### src/rtl/if_stage_q.sv
// if_stage_q: instruction fetch stage with credit-based prefetch FIFO
// feeding decode, tagging each ROM word with its PC.
module if_stage_q #(
    parameter int          ADDR_W   = 10,
    parameter int          DEPTH    = 4,
    parameter logic [31:0] RESET_PC = 32'h0000_0000
) (
    input  logic                     clk,
    input  logic                     reset,
    input  logic                     is_flush,
    input  logic [31:0]              branch_target,
    input  logic                     is_stall,
    output logic                     mem_req,
    output logic [ADDR_W-1:0]        mem_addr,
    input  logic [31:0]              mem_instr,
    output logic                     is_valid,
    output logic [31:0]              pc,
    output logic [31:0]              instr,
    output logic [$clog2(DEPTH):0]   fifo_count
);
    localparam int PW = $clog2(DEPTH);
    logic [31:0]   fetch_pc_q, inflight_pc_q;
    logic          inflight_q;
    logic [31:0]   pc_mem_q [DEPTH];
    logic [31:0]   instr_mem_q [DEPTH];
    logic [PW-1:0] rd_q, wr_q;
    logic [PW:0]   count_q;
    logic [PW+1:0] credit;
    logic          push, pop;
    // the in-flight word already owns a slot, so it is part of the credit
    assign credit     = {1'b0, count_q} + {{(PW+1){1'b0}}, inflight_q};
    assign mem_req    = !is_flush && credit < (PW+2)'(DEPTH);
    assign mem_addr   = fetch_pc_q[ADDR_W+1:2];
    assign is_valid   = count_q != '0;
    assign push       = inflight_q && !is_flush;
    assign pop        = is_valid && !is_stall && !is_flush;
    assign pc         = is_valid ? pc_mem_q[rd_q] : '0;
    assign instr      = is_valid ? instr_mem_q[rd_q] : '0;
    assign fifo_count = count_q;
    always_ff @(posedge clk or posedge reset) begin
        if (reset) begin
            fetch_pc_q    <= RESET_PC;
            inflight_q    <= 1'b0;
            inflight_pc_q <= '0;
            rd_q          <= '0;
            wr_q          <= '0;
            count_q       <= '0;
        end else if (is_flush) begin
            fetch_pc_q <= {branch_target[31:2], 2'b00};
            inflight_q <= 1'b0;
            rd_q       <= '0;
            wr_q       <= '0;
            count_q    <= '0;
        end else begin
            inflight_q <= mem_req;
            if (mem_req) begin
                inflight_pc_q <= fetch_pc_q;
                fetch_pc_q    <= fetch_pc_q + 32'd4;
            end
            if (push) wr_q <= wr_q + 1'b1;
            if (pop) rd_q <= rd_q + 1'b1;
            count_q <= count_q + (PW+1)'(push) - (PW+1)'(pop);
        end
    end
    always_ff @(posedge clk) begin
        if (push) begin
            pc_mem_q[wr_q]    <= inflight_pc_q;
            instr_mem_q[wr_q] <= mem_instr;
        end
    end
endmodule

### config.mk
export PLATFORM = sky130hd
export DESIGN_NAME = if_stage_q
export DESIGN_NICKNAME = d
export VERILOG_FILES = /design/src/rtl/if_stage_q.sv
export SDC_FILE = /design/constraint.sdc
export NUM_CORES = 1
export LEC_CHECK = 0
export ABC_AREA = 0
export BUFFER_PORTS_ARGS = -buffer_cell sky130_fd_sc_hd__buf_4
export CAP_MARGIN = 0
export CELL_PAD_IN_SITES_DETAIL_PLACEMENT = 2
export CELL_PAD_IN_SITES_GLOBAL_PLACEMENT = 2
export CORE_MARGIN = 3
export CORE_UTILIZATION = 39
export CTS_CLUSTER_SIZE = 16
export DETAILED_ROUTE_END_ITERATION = 7
export HOLD_SLACK_MARGIN = 0.03
export PLACE_DENSITY_LB_ADDON = 0.1
export SYNTH_ARGS = -nofsm -noshare
export SYNTH_HDL_FRONTEND = slang
export SYNTH_SLANG_ARGS = --single-unit
### constraint.sdc
create_clock -name clk -period 2.7 [get_ports clk]
set_clock_uncertainty 0.2 [all_clocks]
set_input_delay 0.405 -clock clk [delete_from_list [all_inputs] [get_ports clk]]
set_output_delay 0.405 -clock clk [all_outputs]
set_load 0.005 [all_outputs]
Yosys cells after proc, flatten, opt, wreduce, memory -nomap -nowiden
Memories as Yosys holds them, arrays and structs flattened.
Index checks and enable logic that the tools add are counted.
W data, S select, Z words.
{"block": "totals", "wordCells": 39, "n_memories": 2, "ramBits": 256, "register_bits": 72, "out_inout_bits": 79}
{"name": "instr_mem_q", "words": 4, "width": 32, "rd": 1, "rd_clocked_by_memory_dff": 0, "write_ports": 1, "line_no": "25", "source": "logic [31:0] instr_mem_q [DEPTH];"}
{"name": "pc_mem_q", "words": 4, "width": 32, "rd": 1, "rd_clocked_by_memory_dff": 0, "write_ports": 1, "line_no": "24", "source": "logic [31:0] pc_mem_q [DEPTH];"}
{"block": "op_classes", "reduce_logical": 11, "n_lt_le_gt_ge": 1, "bitwise_logic": 1, "n_mux": 12, "add_sub_neg": 6}
{"operator": "$mux W32", "count": 4}
{"operator": "$add A32 B3 Y32 const B", "count": 1}
{"operator": "$mux W2", "count": 4}
{"operator": "$reduce_bool A2 Y1", "count": 3}
{"operator": "$add A2 B1 Y2 const B", "count": 2}
{"operator": "$add A3 B1 Y4", "count": 1}
{"operator": "$logic_and A1 B1 Y1", "count": 4}
{"operator": "$lt A4 B3 Y1 const B", "count": 1}
{"operator": "$add A3 B1 Y3", "count": 1}
{"operator": "$mux W1", "count": 3}
{"operator": "$mux W3", "count": 1}
{"operator": "$reduce_bool A3 Y1", "count": 1}
{"operator": "$sub A3 B1 Y3", "count": 1}
{"operator": "$logic_not A1 Y1", "count": 2}
{"operator": "$reduce_and A2 Y1", "count": 1}
{"operator": "$not A1 Y1", "count": 1}

Logic depth before layout (Yosys ltp)
{"block": "depth", "depth_word": 5, "ltp_mapped": 10}

Worst setup path before layout
OpenSTA, ideal clock, no wires.
{"block": "synth_path", "path_type": "input-to-reg", "from": "in is_flush", "to": "mem instr_mem_q[0][0] (enable)", "slack_ps": -207, "arrival_time_ps": 2280, "setup_time_ps": 427, "t_required_ps": 2073, "path_stages": 3, "cell_sequence": "clkbuf_1 nor2b_1 and2_1"}
{"block": "synth_between", "elab_chain_cells": 4}
{"element": "start, declared", "line_no": "10", "source": "input logic is_flush,"}
{"element": "$logic_not A1 Y1", "line_no": "35", "source": "assign push = inflight_q && !is_flush;"}
{"element": "$logic_and A1 B1 Y1", "line_no": "35"}
{"element": "$mux W1", "line_no": "66", "source": "if (push) begin"}
{"element": "$mux W1 (not written as such)", "line_no": "68", "source": "instr_mem_q[wr_q] <= mem_instr;"}
{"element": "end, declared", "line_no": "25"}
Every way passes these cells.

Worst setup path in the final report
{"block": "layout_path", "from": "reg rd_q[0]", "to": "out pc[19]"}
{"block": "layout_between", "elab_chain_cells": 2}
{"element": "start, declared", "line_no": "26", "source": "logic [PW-1:0] rd_q, wr_q;"}
{"element": "start signal, assigned", "line_no": "61", "source": "if (pop) rd_q <= rd_q + 1'b1;"}
{"element": "$mem_v2 Z4 W32"}
{"element": "$mux W32", "line_no": "37", "source": "assign pc = is_valid ? pc_mem_q[rd_q] : '0;"}
{"element": "end, declared", "line_no": "17", "source": "output logic [31:0] pc,"}
Every way passes these cells.

==> impl_metrics.xml <==
<?xml version="1.0" encoding="UTF-8"?>
<metrics>
  <group name="status">
    <metric name="status" unit="">complete, but fails checks</metric>
    <metric name="violations" unit="">negative setup slack</metric>
  </group>
  <group name="critical_path">
    <metric name="crit_arrival" unit="ns">2.13</metric>
    <metric name="timing.critical_path.from_type" unit="">flop</metric>
    <metric name="crit_type" unit="">reg -&gt; out</metric>
    <metric name="worst_setup_path_startpoint" unit="">rd_q[0]</metric>
    <metric name="worst_ep_required_time" unit="ns">2.10</metric>
    <metric name="number_of_cells_traversed_by_the_worst_register_to_register_path" unit="">10</metric>
    <metric name="r2r-end" unit="">fifo_count[2]</metric>
    <metric name="path_max_fanout" unit="">7</metric>
    <metric name="setup.worst_path.end_class" unit="">primary output</metric>
    <metric name="r2r_start" unit="">fifo_count[1]</metric>
    <metric name="r2r_setup_slack" unit="ns">0.21</metric>
  </group>
  <group name="power">
    <metric name="peak_supply_drop" unit="uV">490</metric>
    <metric name="powerDensity" unit="mW/mm^2">922</metric>
    <metric name="leakagePower" unit="nW">6.17</metric>
    <metric name="report.power.total" unit="mW">15.6</metric>
  </group>
  <group name="grt">
    <metric name="antenna_found_initial" unit="">0</metric>
    <metric name="grt_start_max_net_pins" unit="">65</metric>
    <metric name="grt_first_pass_wirelength" unit="um">50500</metric>
    <metric name="grt-ovfl-total" unit="">0</metric>
    <metric name="first_global_vias" unit="">8373</metric>
    <metric name="grt.total_usage" unit="%">18.5</metric>
  </group>
  <group name="drt">
    <metric name="wl_per_cell" unit="um">23.7</metric>
    <metric name="dr_total_vias" unit="">7301</metric>
    <metric name="antenna_left" unit="">0</metric>
    <metric name="routed_wirelength" unit="um">33800</metric>
    <metric name="detail_route.iter0.violations" unit="">395</metric>
    <metric name="dr.pass1.iters" unit="">4</metric>
    <metric name="drcViolationCount" unit="">0</metric>
    <metric name="via_per_inst" unit="">5.11</metric>
  </group>
  <group name="floorplanning">
    <metric name="floorplan.initialDensity" unit="%">39.9</metric>
    <metric name="core_area" unit="mm^2">0.0319</metric>
    <metric name="io_pins" unit="">147</metric>
    <metric name="die_height" unit="um">187</metric>
    <metric name="dieWidth" unit="um">187</metric>
    <metric name="dieArea" unit="mm^2">0.0348</metric>
    <metric name="floorplan.rows" unit="">65</metric>
  </group>
  <group name="timing">
    <metric name="fin_tns_setup" unit="ns">-0.408</metric>
    <metric name="final_hold_slack" unit="ns">0.0749</metric>
    <metric name="period_minus_slack" unit="ns">2.74</metric>
    <metric name="final_report_hold_violation_count" unit="">0</metric>
    <metric name="max_freq" unit="MHz">366</metric>
    <metric name="setup-violations-final" unit="">29</metric>
    <metric name="postLayoutSetupSlackWorst" unit="ns">-0.0352</metric>
    <metric name="grt_setup_unrepaired" unit="">true</metric>
    <metric name="report.final.slew_viol_count" unit="">0</metric>
    <metric name="layout_worst_path_cycle_share" unit="%">101</metric>
    <metric name="max_slew.worst_pin.slew" unit="ns">0.520</metric>
    <metric name="relSlewSlack" unit="%">65.3</metric>
  </group>
  <group name="cts">
    <metric name="numClockSinks" unit="">316</metric>
    <metric name="cts_htree_levels" unit="">2</metric>
    <metric name="clk_root_buffer_cell" unit="">sky130_fd_sc_hd__clkbuf_16</metric>
    <metric name="cts_inserted_buffers" unit="">35</metric>
    <metric name="clock_tree.buffer_depth" unit="">3</metric>
    <metric name="worst_setup_hold_path_clk_slew" unit="ns">0.06</metric>
    <metric name="tritoncts_clock_tree" unit="">built</metric>
    <metric name="worst_skew_pair.late_latency" unit="ns">0.51</metric>
  </group>
  <group name="synth">
    <metric name="postSynthAreaPerCell" unit="um^2">17.9</metric>
    <metric name="ys.warnings.count" unit="">0</metric>
    <metric name="synth-async-reset-ratio" unit="%">21.5</metric>
    <metric name="synth-edff-count" unit="">248</metric>
    <metric name="postSynthRegisterBits" unit="">316</metric>
    <metric name="syn_area" unit="mm^2">0.0127</metric>
    <metric name="synth_top_flop_cell" unit="">sky130_fd_sc_hd__edfxtp_1</metric>
    <metric name="post_synth_num_cell_types" unit="">38</metric>
    <metric name="syn-instance-count" unit="">711</metric>
    <metric name="yosysSeqAreaShare" unit="%">71.9</metric>
  </group>
  <group name="placement">
    <metric name="dp_worst_setup_slack" unit="ns">0.251</metric>
    <metric name="gp_congestion" unit="">0.740</metric>
    <metric name="detailed_place_hpwl" unit="um">19600</metric>
    <metric name="placedInstanceArea" unit="mm^2">0.0145</metric>
    <metric name="port-buffer-count" unit="">142</metric>
    <metric name="post-place-cells" unit="">1271</metric>
  </group>
  <group name="layout">
    <metric name="final_cell_count_no_fill" unit="">1430</metric>
    <metric name="layout_utilization" unit="%">52.9</metric>
    <metric name="nFillCells" unit="">2816</metric>
    <metric name="final_net_count" unit="">1049</metric>
    <metric name="footprint_of_the_multi_input_gates" unit="mm^2">0.00345</metric>
    <metric name="final_area" unit="mm^2">0.0169</metric>
    <metric name="flow.area_growth_from_synthesis" unit="%">32.6</metric>
    <metric name="layout-drive-gt1-share" unit="%">37.9</metric>
    <metric name="regArea" unit="mm^2">0.00916</metric>
    <metric name="n_antenna_cell" unit="">0</metric>
  </group>
  <group name="hold_path">
    <metric name="hold_path_class" unit="">in -&gt; reg</metric>
    <metric name="min-delay-start" unit="">is_stall</metric>
    <metric name="holdPathEnd" unit="">rd_q[0]</metric>
    <metric name="hold_depth" unit="">4</metric>
  </group>
  <group name="flow_run">
    <metric name="max-cap-violations" unit="">0</metric>
  </group>
</metrics>
[cell families (layout without fill, tap and decap cells)]
| logic type | count (synthesis) | after routing | synth area share (%) |
|---|---|---|---|
| mux | 96 | 96 | 14.0 |
| flops | 316 | 316 | 71.9 |
| buf+inv | 60 | 343 | 2.21 |
| fa+ha+maj | 9 | 9 | 0.944 |
| other cells | 1 | 2 | 0.0295 |
| simple gates | 169 | 169 | 7.60 |
| xor+xnor | 25 | 25 | 1.72 |
| compound gates | 35 | 35 | 1.61 |
[layer usage]
metal | wire length [um] | track usage, % | up-vias
met2 | 17800 | 32.5 | 165
met1 | 14300 | 24.3 | 3857
met4 | 531 | 3.93 | 0
met3 | 1170 | 2.99 | 39
met5 | 0 | 0 | -
li1 | - | - | 3240
[critical path: stages (launching register included)]
cell                        delay (ns)
sky130_fd_sc_hd__dfrtp_4          0.47
sky130_fd_sc_hd__buf_12           0.16
sky130_fd_sc_hd__clkbuf_16        0.18
sky130_fd_sc_hd__mux4_2           0.48
sky130_fd_sc_hd__nor2b_1          0.17
sky130_fd_sc_hd__buf_4            0.15
[worst max-delay path by stage]
stage / to / depth (start not counted)
floorplan: fifo_count[2] / 10
global placement: fetch_pc_q[13] / 7
detailed placement: fetch_pc_q[13] / 7
CTS: pc[27] / 4
global route: pc[30] / 5
finish: pc[19] / 5
[repair_timing]
action                                  4_1_cts  5_1_grt
endpoints found under the setup margin       45       64
hold buffers                                 63        0
resized for setup                             7       47
gates cloned                                  1        9
pin swaps                                     1        0
buffers inserted                              4       22
hold endpoints to repair                    183        0
[synthesized netlist by cell type (2+ instances only)]
library cell	count	area share, %
sky130_fd_sc_hd__a31oi_1	4	0.20
sky130_fd_sc_hd__and2_1	8	0.39
sky130_fd_sc_hd__and3_1	4	0.20
sky130_fd_sc_hd__buf_1	4	0.12
sky130_fd_sc_hd__buf_2	9	0.35
sky130_fd_sc_hd__buf_4	12	0.71
sky130_fd_sc_hd__clkbuf_1	23	0.68
sky130_fd_sc_hd__dfrtp_1	68	13
sky130_fd_sc_hd__edfxtp_1	248	59
sky130_fd_sc_hd__ha_1	8	0.79
sky130_fd_sc_hd__inv_1	12	0.35
sky130_fd_sc_hd__mux2_2	32	2.8
sky130_fd_sc_hd__mux2i_1	2	0.16
sky130_fd_sc_hd__mux4_2	62	11
sky130_fd_sc_hd__nand2_1	30	0.89
sky130_fd_sc_hd__nand3_1	9	0.35
sky130_fd_sc_hd__nand4_1	20	0.98
sky130_fd_sc_hd__nand4_2	3	0.30
sky130_fd_sc_hd__nor2_1	15	0.44
sky130_fd_sc_hd__nor2b_1	64	3.1
sky130_fd_sc_hd__nor3_1	5	0.20
sky130_fd_sc_hd__o211ai_1	3	0.18
sky130_fd_sc_hd__o21ai_0	22	0.87
sky130_fd_sc_hd__o31ai_1	2	0.12
sky130_fd_sc_hd__or3_1	2	0.098
sky130_fd_sc_hd__or4_1	5	0.30
sky130_fd_sc_hd__xnor2_1	8	0.55
sky130_fd_sc_hd__xor2_1	17	1.2
[power breakdown]
group | leakage, nW | switching (mW) | internal (mW)
registers | 3.07 | 0.419 | 5.93
logic | 2.56 | 2.05 | 2.54
clock network | 0.535 | 1.84 | 2.77
total | 6.17 | 4.31 | 11.2
[flip-flops by register name (all words and copies together) (netlist names)]
register,count
fifo_count,3
pc_mem_q,120
inflight_q,1
inflight_pc_q,30
rd_q,2
fetch_pc_q,30
instr_mem_q,128
wr_q,2
[cells in the final DEF (no fill, tap or decap), types with 15 or more instances in the layout]
| master | instances |
|---|---|
| sky130_fd_sc_hd__edfxtp_1 | 248 |
| sky130_fd_sc_hd__buf_6 | 16 |
| sky130_fd_sc_hd__clkbuf_16 | 43 |
| sky130_fd_sc_hd__o21ai_0 | 22 |
| sky130_fd_sc_hd__nor2_1 | 15 |
| sky130_fd_sc_hd__nand2_1 | 30 |
| sky130_fd_sc_hd__mux2_2 | 32 |
| sky130_fd_sc_hd__nand4_1 | 20 |
| sky130_fd_sc_hd__dlygate4sd3_1 | 63 |
| sky130_fd_sc_hd__nor2b_1 | 50 |
| sky130_fd_sc_hd__dfrtp_1 | 65 |
| sky130_fd_sc_hd__buf_4 | 170 |
| sky130_fd_sc_hd__xor2_1 | 17 |
| sky130_fd_sc_hd__mux4_2 | 62 |
[final cells by class]
class                      instances  share of cell area [%]
sequential                       316                    54.3
multi-input combinational        336                    20.5
timing repair buffer             271                    15.2
clock buffer                      45                    5.67
tap                              435                    3.23
clock inverter                    15                   0.853
inverter                          12                   0.267
Note: power is estimated with default switching activity, not from simulation.
